File: src/rtl/rename_rat_pkg.sv
// Shared constants for the rename stage and its alias tables.
// Optional build macro: RENAME_R0_ZERO_EN (hard-wires logical r0 to PR 0).
package rename_rat_pkg;

    localparam int DEF_P_ISSUE_WIDTH  = 1;
    localparam int DEF_P_COMMIT_WIDTH = 1;
    localparam int NCPU_PRF_AW        = 6;
    localparam int NCPU_LRF_AW        = 5;
    localparam int R0_IDX             = 0;

endpackage

File: src/rtl/rat_table.sv
// Register alias table: flop array reset to identity, multi-port read,
// prioritized writes (highest port wins) and a whole-table load.
module rat_table #(
    parameter int LRF_AW = 5,
    parameter int PRF_AW = 6,
    parameter int NR     = 1,
    parameter int NW     = 1
) (
    input  logic                          clk,
    input  logic                          rst,
    input  logic [NR*LRF_AW-1:0]          rd_addr_i,
    output logic [NR*PRF_AW-1:0]          rd_data_o,
    input  logic [NW-1:0]                 we_i,
    input  logic [NW*LRF_AW-1:0]          wr_addr_i,
    input  logic [NW*PRF_AW-1:0]          wr_data_i,
    input  logic                          load_i,
    input  logic [(1<<LRF_AW)*PRF_AW-1:0] load_data_i,
    output logic [(1<<LRF_AW)*PRF_AW-1:0] next_o
);

    localparam int N_LRF = 1 << LRF_AW;

    logic [PRF_AW-1:0] tbl_q [N_LRF];
    logic [PRF_AW-1:0] tbl_d [N_LRF];

    // Later write ports override earlier ones; a load overrides all writes.
    always_comb begin
        for (int i = 0; i < N_LRF; i++) begin
            tbl_d[i] = tbl_q[i];
        end
        for (int w = 0; w < NW; w++) begin
            if (we_i[w]) begin
                tbl_d[wr_addr_i[w*LRF_AW +: LRF_AW]] = wr_data_i[w*PRF_AW +: PRF_AW];
            end
        end
        if (load_i) begin
            for (int i = 0; i < N_LRF; i++) begin
                tbl_d[i] = load_data_i[i*PRF_AW +: PRF_AW];
            end
        end
    end

    always_comb begin
        next_o = '0;
        for (int i = 0; i < N_LRF; i++) begin
            next_o[i*PRF_AW +: PRF_AW] = tbl_d[i];
        end
    end

    always_comb begin
        rd_data_o = '0;
        for (int r = 0; r < NR; r++) begin
            rd_data_o[r*PRF_AW +: PRF_AW] = tbl_q[rd_addr_i[r*LRF_AW +: LRF_AW]];
        end
    end

    always_ff @(posedge clk or posedge rst) begin
        if (rst) begin
            for (int i = 0; i < N_LRF; i++) begin
                tbl_q[i] <= PRF_AW'(i);
            end
        end else begin
            for (int i = 0; i < N_LRF; i++) begin
                tbl_q[i] <= tbl_d[i];
            end
        end
    end

endmodule

File: src/rtl/rename_rat.sv
// Rename stage: maps a decode group through the speculative RAT, pops free PRs,
// tracks the architectural RAT at commit. Optional macro: RENAME_R0_ZERO_EN.
module rename_rat
    import rename_rat_pkg::*;
#(
    parameter int CONFIG_P_ISSUE_WIDTH  = DEF_P_ISSUE_WIDTH,
    parameter int CONFIG_P_COMMIT_WIDTH = DEF_P_COMMIT_WIDTH,
    parameter int CONFIG_PRF_AW         = NCPU_PRF_AW,
    parameter int CONFIG_LRF_AW         = NCPU_LRF_AW,
    localparam int IW = 1 << CONFIG_P_ISSUE_WIDTH,
    localparam int CW = 1 << CONFIG_P_COMMIT_WIDTH,
    localparam int PA = CONFIG_PRF_AW,
    localparam int LA = CONFIG_LRF_AW
) (
    input  logic             clk,
    input  logic             rst,
    input  logic             rollback_i,
    input  logic             id_valid_i,
    output logic             id_ready_o,
    input  logic [IW*LA-1:0] id_lrs1_i,
    input  logic [IW*LA-1:0] id_lrs2_i,
    input  logic [IW*LA-1:0] id_lrd_i,
    input  logic [IW-1:0]    id_lrd_we_i,
    output logic             fl_pop_o,
    output logic [IW-1:0]    fl_lrd_we_o,
    input  logic [IW*PA-1:0] fl_prd_i,
    input  logic             fl_stall_req_i,
    output logic             rn_valid_o,
    input  logic             rn_ready_i,
    output logic [IW*PA-1:0] rn_prs1_o,
    output logic [IW*PA-1:0] rn_prs2_o,
    output logic [IW*PA-1:0] rn_prd_o,
    output logic [IW*PA-1:0] rn_pfree_o,
    output logic [IW-1:0]    rn_prd_we_o,
    input  logic [CW-1:0]    commit_fl_push_i,
    input  logic [CW*LA-1:0] commit_lrd_i,
    input  logic [CW*PA-1:0] commit_prd_i,
    input  logic [CW-1:0]    commit_prd_we_i
);

    localparam int N_LRF = 1 << LA;

    logic                 fire;
    logic [IW-1:0]        dstWe;
    logic [CW-1:0]        commitWe;
    logic [3*IW*LA-1:0]   sratRdAddr;
    logic [3*IW*PA-1:0]   sratRdData;
    logic [N_LRF*PA-1:0]  aratNext;
    logic [N_LRF*PA-1:0]  sratNext;
    logic [PA-1:0]        aratRdData;
    logic                 unusedBits;

    logic [IW*PA-1:0] prs1, prs2, pfree, prdOut;

    logic             rnValid_q,   rnValid_d;
    logic [IW*PA-1:0] rnPrs1_q,    rnPrs1_d;
    logic [IW*PA-1:0] rnPrs2_q,    rnPrs2_d;
    logic [IW*PA-1:0] rnPrd_q,     rnPrd_d;
    logic [IW*PA-1:0] rnPfree_q,   rnPfree_d;
    logic [IW-1:0]    rnPrdWe_q,   rnPrdWe_d;

    assign id_ready_o  = (~rnValid_q | rn_ready_i) & ~fl_stall_req_i & ~rollback_i;
    assign fire        = id_valid_i & id_ready_o;
    assign fl_pop_o    = fire;
    assign fl_lrd_we_o = dstWe & {IW{id_valid_i}};

    // With r0 hard-wired, a destination of r0 is simply not a destination.
    always_comb begin
        for (int j = 0; j < IW; j++) begin
`ifdef RENAME_R0_ZERO_EN
            dstWe[j] = id_lrd_we_i[j] & (id_lrd_i[j*LA +: LA] != LA'(R0_IDX));
`else
            dstWe[j] = id_lrd_we_i[j];
`endif
        end
        for (int c = 0; c < CW; c++) begin
`ifdef RENAME_R0_ZERO_EN
            commitWe[c] = commit_fl_push_i[c] & commit_prd_we_i[c] &
                          (commit_lrd_i[c*LA +: LA] != LA'(R0_IDX));
`else
            commitWe[c] = commit_fl_push_i[c] & commit_prd_we_i[c];
`endif
        end
    end

    always_comb begin
        for (int j = 0; j < IW; j++) begin
            sratRdAddr[(3*j+0)*LA +: LA] = id_lrs1_i[j*LA +: LA];
            sratRdAddr[(3*j+1)*LA +: LA] = id_lrs2_i[j*LA +: LA];
            sratRdAddr[(3*j+2)*LA +: LA] = id_lrd_i[j*LA +: LA];
        end
    end

    rat_table #(.LRF_AW(LA), .PRF_AW(PA), .NR(3*IW), .NW(IW)) u_srat (
        .clk         (clk),
        .rst         (rst),
        .rd_addr_i   (sratRdAddr),
        .rd_data_o   (sratRdData),
        .we_i        (dstWe & {IW{fire}}),
        .wr_addr_i   (id_lrd_i),
        .wr_data_i   (fl_prd_i),
        .load_i      (rollback_i),
        .load_data_i (aratNext),
        .next_o      (sratNext)
    );

    rat_table #(.LRF_AW(LA), .PRF_AW(PA), .NR(1), .NW(CW)) u_arat (
        .clk         (clk),
        .rst         (rst),
        .rd_addr_i   ('0),
        .rd_data_o   (aratRdData),
        .we_i        (commitWe),
        .wr_addr_i   (commit_lrd_i),
        .wr_data_i   (commit_prd_i),
        .load_i      (1'b0),
        .load_data_i ('0),
        .next_o      (aratNext)
    );

    assign unusedBits = ^{sratNext, aratRdData};

    // Intra-group bypass: the latest earlier slot writing the same register wins.
    always_comb begin
        for (int j = 0; j < IW; j++) begin
            prs1[j*PA +: PA]  = sratRdData[(3*j+0)*PA +: PA];
            prs2[j*PA +: PA]  = sratRdData[(3*j+1)*PA +: PA];
            pfree[j*PA +: PA] = sratRdData[(3*j+2)*PA +: PA];
            for (int k = 0; k < IW; k++) begin
                if (k < j && dstWe[k]) begin
                    if (id_lrd_i[k*LA +: LA] == id_lrs1_i[j*LA +: LA])
                        prs1[j*PA +: PA] = fl_prd_i[k*PA +: PA];
                    if (id_lrd_i[k*LA +: LA] == id_lrs2_i[j*LA +: LA])
                        prs2[j*PA +: PA] = fl_prd_i[k*PA +: PA];
                    if (id_lrd_i[k*LA +: LA] == id_lrd_i[j*LA +: LA])
                        pfree[j*PA +: PA] = fl_prd_i[k*PA +: PA];
                end
            end
`ifdef RENAME_R0_ZERO_EN
            if (id_lrs1_i[j*LA +: LA] == LA'(R0_IDX)) prs1[j*PA +: PA] = '0;
            if (id_lrs2_i[j*LA +: LA] == LA'(R0_IDX)) prs2[j*PA +: PA] = '0;
`endif
            if (!dstWe[j]) pfree[j*PA +: PA] = '0;
            prdOut[j*PA +: PA] = dstWe[j] ? fl_prd_i[j*PA +: PA] : '0;
        end
    end

    always_comb begin
        rnValid_d = rnValid_q;
        rnPrs1_d  = rnPrs1_q;
        rnPrs2_d  = rnPrs2_q;
        rnPrd_d   = rnPrd_q;
        rnPfree_d = rnPfree_q;
        rnPrdWe_d = rnPrdWe_q;
        if (rollback_i) begin
            rnValid_d = 1'b0;
        end else if (fire) begin
            rnValid_d = 1'b1;
            rnPrs1_d  = prs1;
            rnPrs2_d  = prs2;
            rnPrd_d   = prdOut;
            rnPfree_d = pfree;
            rnPrdWe_d = dstWe;
        end else if (rn_ready_i) begin
            rnValid_d = 1'b0;
        end
    end

    always_ff @(posedge clk or posedge rst) begin
        if (rst) begin
            rnValid_q <= 1'b0;
            rnPrs1_q  <= '0;
            rnPrs2_q  <= '0;
            rnPrd_q   <= '0;
            rnPfree_q <= '0;
            rnPrdWe_q <= '0;
        end else begin
            rnValid_q <= rnValid_d;
            rnPrs1_q  <= rnPrs1_d;
            rnPrs2_q  <= rnPrs2_d;
            rnPrd_q   <= rnPrd_d;
            rnPfree_q <= rnPfree_d;
            rnPrdWe_q <= rnPrdWe_d;
        end
    end

    assign rn_valid_o  = rnValid_q;
    assign rn_prs1_o   = rnPrs1_q;
    assign rn_prs2_o   = rnPrs2_q;
    assign rn_prd_o    = rnPrd_q;
    assign rn_pfree_o  = rnPfree_q;
    assign rn_prd_we_o = rnPrdWe_q;

endmodule

File: config.mk
export PLATFORM = sky130hd
export DESIGN_NAME = rename_rat
export DESIGN_NICKNAME = d
export VERILOG_FILES = /design/src/rtl/rename_rat_pkg.sv /design/src/rtl/rat_table.sv /design/src/rtl/rename_rat.sv
export SDC_FILE = /design/constraint.sdc
export NUM_CORES = 2
export LEC_CHECK = 0
export CAP_MARGIN = 20
export CORE_ASPECT_RATIO = 1.1
export CORE_UTILIZATION = 55
export DETAILED_ROUTE_END_ITERATION = 6
export PLACE_DENSITY = 0.88
export SLEW_MARGIN = 20
export SYNTH_ARGS = -nofsm -noshare
export SYNTH_HDL_FRONTEND = slang
export SYNTH_SLANG_ARGS = --single-unit
File: constraint.sdc
create_clock -name clk -period 13.5 [get_ports clk]
set_input_delay 2.025 -clock clk [delete_from_list [all_inputs] [get_ports clk]]
set_output_delay 2.025 -clock clk [all_outputs]
set_load 0.05 [all_outputs]
# Word level (Yosys, flattened, before mapping)

Index checks and enable logic that the tools add are counted.

ROM bits: 0
Memories: 0
Latch bits: 0
Input port bits: 76
Word-level logic and storage cells: 158
RAM bits: 0
Register bits after elaboration: 435

Equality and inequality tests: 3
$lt $le $gt $ge: 12
Reduce and logical (&&, ||, !) cells: 6
$add $sub $neg: 0
Bitwise gates (word level): 19
Shift-type cells: 0
Div/mod/pow operators: 0
Mux-type cells: 48
$mul: 0

Operator list:

| kind                                                        | count |
|---|---|
| 2-to-1 mux 192 bit                                          | 5 |
| bitwise mux 192 bit                                         | 4 |
| binary-select mux 6 bit (select 5 bit)                      | 6 |
| 2-to-1 mux 6 bit                                            | 26 |
| demux 6 bit (select 5 bit)                                  | 4 |
| >= comparator 6 bit (second input constant)                 | 8 |
| inverter 5 -> 6 bit                                         | 8 |
| less-than comparator 6 x 1 -> 1 bit (second input constant) | 4 |
| == test 5 bit                                               | 3 |
| bitwise AND 1 bit                                           | 5 |
| bitwise AND 2 bit                                           | 2 |
| logical AND 1 bit                                           | 4 |
| 2-to-1 mux 1 bit                                            | 3 |
| inverter 1 bit                                              | 3 |
| nonzero test 3 bit                                          | 1 |
| AND reduction 2 bit                                         | 1 |
| bitwise OR 1 bit                                            | 1 |

# Logic depth before layout (Yosys ltp)

Depth in word-level cells: 10
Mapped depth: 8
Gate-level depth less buffers: 6

# Cells and area by module

From an unflattened synthesis, not the netlist that was laid out.

Cells, all modules: 3,633
Area, all modules: 36,219.7 sq um

Modules (own cells, without submodules):

| module             | area each (sq um) | cells each | seq. area each (sq um) | times used |
|---|---|---|---|---|
| rat_table (u_srat) | 20,758.7          | 1,895      | 4,904.7                | 1 |
| rat_table (u_arat) | 13,105.1          | 1,500      | 4,904.7                | 1 |
| rename_rat         | 2,356.0           | 238        | 1,276.2                | 1 |

# Worst setup path after synthesis

Ideal clock, no wire load.

Path kind: input to output
Start: input port rn_ready_i
End: output port id_ready_o
Slack: 8.297 ns
Arrival: 3.178 ns
Cell stages on the path: 3
Cell sequence: nor2b_1 -> buf_2 -> nor2_1

Longest elaborated chain between the ends: 3

RTL lines:

| element                         | RTL line         | text |
|---|---|---|
| start, declared                 | rename_rat.sv:29 | `input logic rn_ready_i,` |
| bitwise OR 1 bit                | rename_rat.sv:62 | `assign id_ready_o = (~rnValid_q \| rn_ready_i) & ~fl_stall_req_i & ~rollback_i;` |
| bitwise AND 1 bit (2 in series) | rename_rat.sv:62 |  |
| end, declared                   | rename_rat.sv:19 | `output logic id_ready_o,` |

Every way passes these cells.

# Final worst setup path

Start: input port rn_ready_i
End: output port fl_pop_o

Longest elaborated chain between the ends: 4

RTL lines:

| element                         | RTL line         | text |
|---|---|---|
| bitwise OR 1 bit                | rename_rat.sv:62 |  |
| bitwise AND 1 bit (2 in series) | rename_rat.sv:62 |  |
| bitwise AND 1 bit               | rename_rat.sv:63 | `assign fire = id_valid_i & id_ready_o;` |
| end, declared                   | rename_rat.sv:24 | `output logic fl_pop_o,` |

Every way passes these cells.

==> results.md <==
- The number of global-route vias before repair came to 28.1k.
- The first detailed-routing pass ran for 7 iterations.
- The final count of hold timing violations is 0.
- Derived from the worst setup path, the maximum achievable clock frequency is 161 MHz.
- Setup violations remaining at the end of the flow were counted as 0.
- Once layout is complete, the cells apart from fillers number 3701.
- The run finished, with violations left.
- Once the clock tree was built, the resizer swapped 0 gates to a different size.
- The die width is 235 um.
- The cell at the root of the clock tree is clkbuf_16.
- The I/O pin count is 131.
- The vias after detailed routing is 28.7k.
- The HPWL after detailed placement is 88100 um.
- Synthesis inferred 435 register bits.
- The total count of max-transition violations in the final report is 0.
- The largest net degree at the start of global routing is 180.
- The Yosys step of the flow raised 0 warnings.
- For the final database, setup skew stands at 0.0270 ns.
- Counting flops with a built-in enable in the synthesized netlist gives 0.
- By area the synthesized netlist is led by dfrtp_1 21%, mux4_2 19%, mux2i_1 13%.
- The path class of the tightest hold or removal check is flop to flop.
- The share of final-layout standard cells stronger than drive strength 1 is 0.207.
- The per-instance average area after synthesis is 11.0 sq um.
- The post-synthesis net count is 3057.
- The first global-routing pass estimated 192000 um of wire.
- TritonCTS built the clock tree.
- The fraction of synthesized cell area taken by the top area cell type is 0.210.
- The arrival time of data at the critical path endpoint is 4.17 ns.
- The number of hold buffers added after CTS was 0.
- The portion of the post-synthesis area used by sequential elements is 0.339.
- The share of the clock period used by the worst path is 0.459.
- Hold timing on the final database bottoms out at a slack of 0.483 ns.
- The worst relative slew slack is 0.177.
- The number of DRC violations after detailed-routing iteration 0 is 4925.
- The capturing element type of the critical path is an output port.
- The number of cells produced by synthesis is 2981.
- The count of nets left with antenna violations once routing finished came out at 0.
- The number of H-tree branching levels is 2.
- In the synthesized netlist the dominant register cell turns out to be dfrtp_1.
- The number of maximum-capacitance violations is 0.
- The cell area that synthesis handed to floorplanning was 32700 sq um.
- Clock tree synthesis found a total of 435 sinks.
- The combined global-route utilization of all metal layers is 0.442.
- The count of port buffers added during placement is 130.
- The final sum of negative setup slack is 0 ns.
- The largest driver fanout on the critical path is 27.
- The netlist uses 69 different library cells.
- In this run, CTS created clock tree buffers numbering 46.
- In the final routed layout, each cell accounts on average for 36.1 um.
- The maximum clock path buffer count is 3.
- Power spread over the standard cell area amounts to 142 nW/um^2.
- STA classifies the critical path startpoint as an input port.
- The static leakage power is 14.2 nW.
- The worst ir drop on vdd is 0.0879 mV.
- For this run the aggregate overflow at the end of global routing stands at 0.
- The time the worst path needs with I/O delays and setup is 6.20 ns.
- For the worst-skew pair, the clock arrives at the later sink with an insertion delay of 0.62 ns.
- The data required time of the critical path is 11.48 ns.
- The routability congestion estimate is 1.10.
- The floorplan step defined a die boundary enclosing 60500 sq um.
- The number of antenna violations at the first check in global routing is 3.
- The initial utilization of the core area, before any placement, comes to 0.558.
- By startpoint and endpoint, the worst setup path is classified as input port to output port.
- For this run, design rule violations remaining after detail routing come to 3.
- The share of flip-flops with an asynchronous set or reset is 1.00.
- The final reports fail on design-rule violations.
- The number of core rows is 93.
- The region available for standard cell placement spans 58600 sq um.
- For the pin with the worst max-slew slack, the measured transition is 1.23 ns.
- From synthesis to final layout, the design area changed by 9.25%.
- The y dimension of the die is 258 um.
- Wires add up to 134000 um.
- After clock tree synthesis, the setup repair step added 0 buffers.
- The clock-pin slew reported for the worst setup and hold paths after clock tree synthesis is 0.06 ns.
- The cell taking the most area after synthesis is dfrtp_1.
- Counting tap cells, the placed design contains a total of 3610 instances.
- The post-detailed-route via-to-cell ratio is 7.76.
- Setup repair after global routing left no endpoint under its margin.
- For this run, the post-layout net count is 2975.
-- registers in the layout, summed over array words and instances (netlist names) --
| signal | flops |
|---|---|
| u_arat.tbl_q | 192 |
| u_srat.tbl_q | 192 |
| rn_pfree_o | 12 |
| rn_prd_o | 12 |
| rn_prs1_o | 12 |
| rn_prs2_o | 12 |
| rn_prd_we_o | 2 |
| rn_valid_o | 1 |
-- cell usage after synthesis, types with 22 or more instances --
cell type	count
nand4_1	32
buf_1	33
nor2_1	155
o21ai_0	71
mux4_2	274
nand3_1	27
a22oi_1	29
nand3b_1	29
a21oi_1	105
o21ai_1	50
buf_2	50
and2_1	172
and2_0	22
dfrtp_1	275
mux2i_1	430
o22ai_1	66
nand2_1	165
o2bb2ai_1	192
clkbuf_1	224
dfstp_2	160
o21bai_1	192
-- critical path, cell delays in order --
cell and delay [ns]:
clkdlybuf4s50_1 0.49, nand2b_1 0.11, buf_4 0.36, nand3_2 0.18, clkinv_1 0.18, clkdlybuf4s50_1 0.82
-- cells in the final DEF (no fill, tap or decap), drive strengths merged, types with 11 or more instances in the layout --
| cell | netlist | layout |
|---|---|---|
| a22o | 17 | 17 |
| clkbuf | 230 | 71 |
| o21bai | 192 | 192 |
| dfrtp | 275 | 275 |
| mux2i | 430 | 430 |
| nand2 | 166 | 166 |
| clkdlybuf4s50 | 0 | 114 |
| o22ai | 66 | 66 |
| nand4 | 32 | 32 |
| a21oi | 105 | 105 |
| or4 | 19 | 19 |
| dfstp | 160 | 160 |
| and2 | 194 | 194 |
| a22oi | 29 | 29 |
| nor2 | 155 | 155 |
| nor3b | 11 | 11 |
| o2bb2ai | 192 | 192 |
| and3 | 11 | 11 |
| buf | 90 | 76 |
| o21ai | 121 | 121 |
| mux4 | 281 | 281 |
| nand3 | 27 | 27 |
| nand3b | 29 | 29 |
-- power by group --
part	switching, mW	total, mW	leakage, nW	internal, mW
sequential	0.438	2.12	5.20	1.68
clock	0.579	1.36	0.762	0.784
combinational	0.837	1.59	8.24	0.750
total	1.85	5.07	14.2	3.21
-- per-layer routing --
layer,global-route usage,wire length (um)
met5,0,31
met4,0.294,11300
met3,0.188,21600
met2,0.628,56300
met1,0.545,44400
-- final cells by class --
type | count | area [sq um]
repair buffers | 190 | 1730
well taps | 760 | 951
clock inverters | 15 | 251
fillers | 4507 | 22900
diodes | 4 | 10.0
clock buffers | 71 | 1340
flip-flops and latches | 435 | 11100
multi-input cells | 2220 | 20400
inverters | 6 | 26.3
-- metrics by stage --
| stage | util | power, mW | cell area, sq um | setup WS [ns] |
|---|---|---|---|---|
| 6_report | 0.610 | 5.07 | 35700 | 7.30 |
| 5_1_grt | 0.609 | 5.17 | 35700 | 7.26 |
| 4_1_cts | 0.609 | 4.96 | 35700 | 7.29 |
| 3_5_place_dp | 0.582 | 3.61 | 34100 | 7.30 |
| 3_3_place_gp | 0.582 | 3.55 | 34100 | 7.32 |
| 2_1_floorplan | - | 2.99 | 32700 | 5.73 |
-- kinds of logic (layout without fill, tap and decap cells) --
logic type,after synthesis,after routing,share of synthesized area
mux,711,711,0.326
compound gates,767,767,0.166
simple gates,727,727,0.125
flops,435,435,0.339
buf+inv,326,282,0.0407
xor+xnor,15,15,0.00401
other cells,0,4,0
-- worst paths after layout --
check / from / depth (start not counted) / endpoint / slack [ns]
max: rn_ready_i / 6 / fl_pop_o / 7.30
min: rn_prs1_o[4]$_DFFE_PP0P_ / 2 / rn_prs1_o[4]$_DFFE_PP0P_ / 0.48
max reg2reg: rn_valid_o$_DFFE_PP0P_ / 7 / u_srat.tbl_q[187]$_DFF_PP0_ / 10.87
min reg2reg: rn_prs1_o[4]$_DFFE_PP0P_ / 2 / rn_prs1_o[4]$_DFFE_PP0P_ / 0.48
max in group asynchronous: rst / 4 / u_srat.tbl_q[63]$_DFF_PP0_ / 9.29
min in group asynchronous: rst / 2 / u_arat.tbl_q[177]$_DFF_PP0_ / 1.86
(Power assumes the default switching activity.)
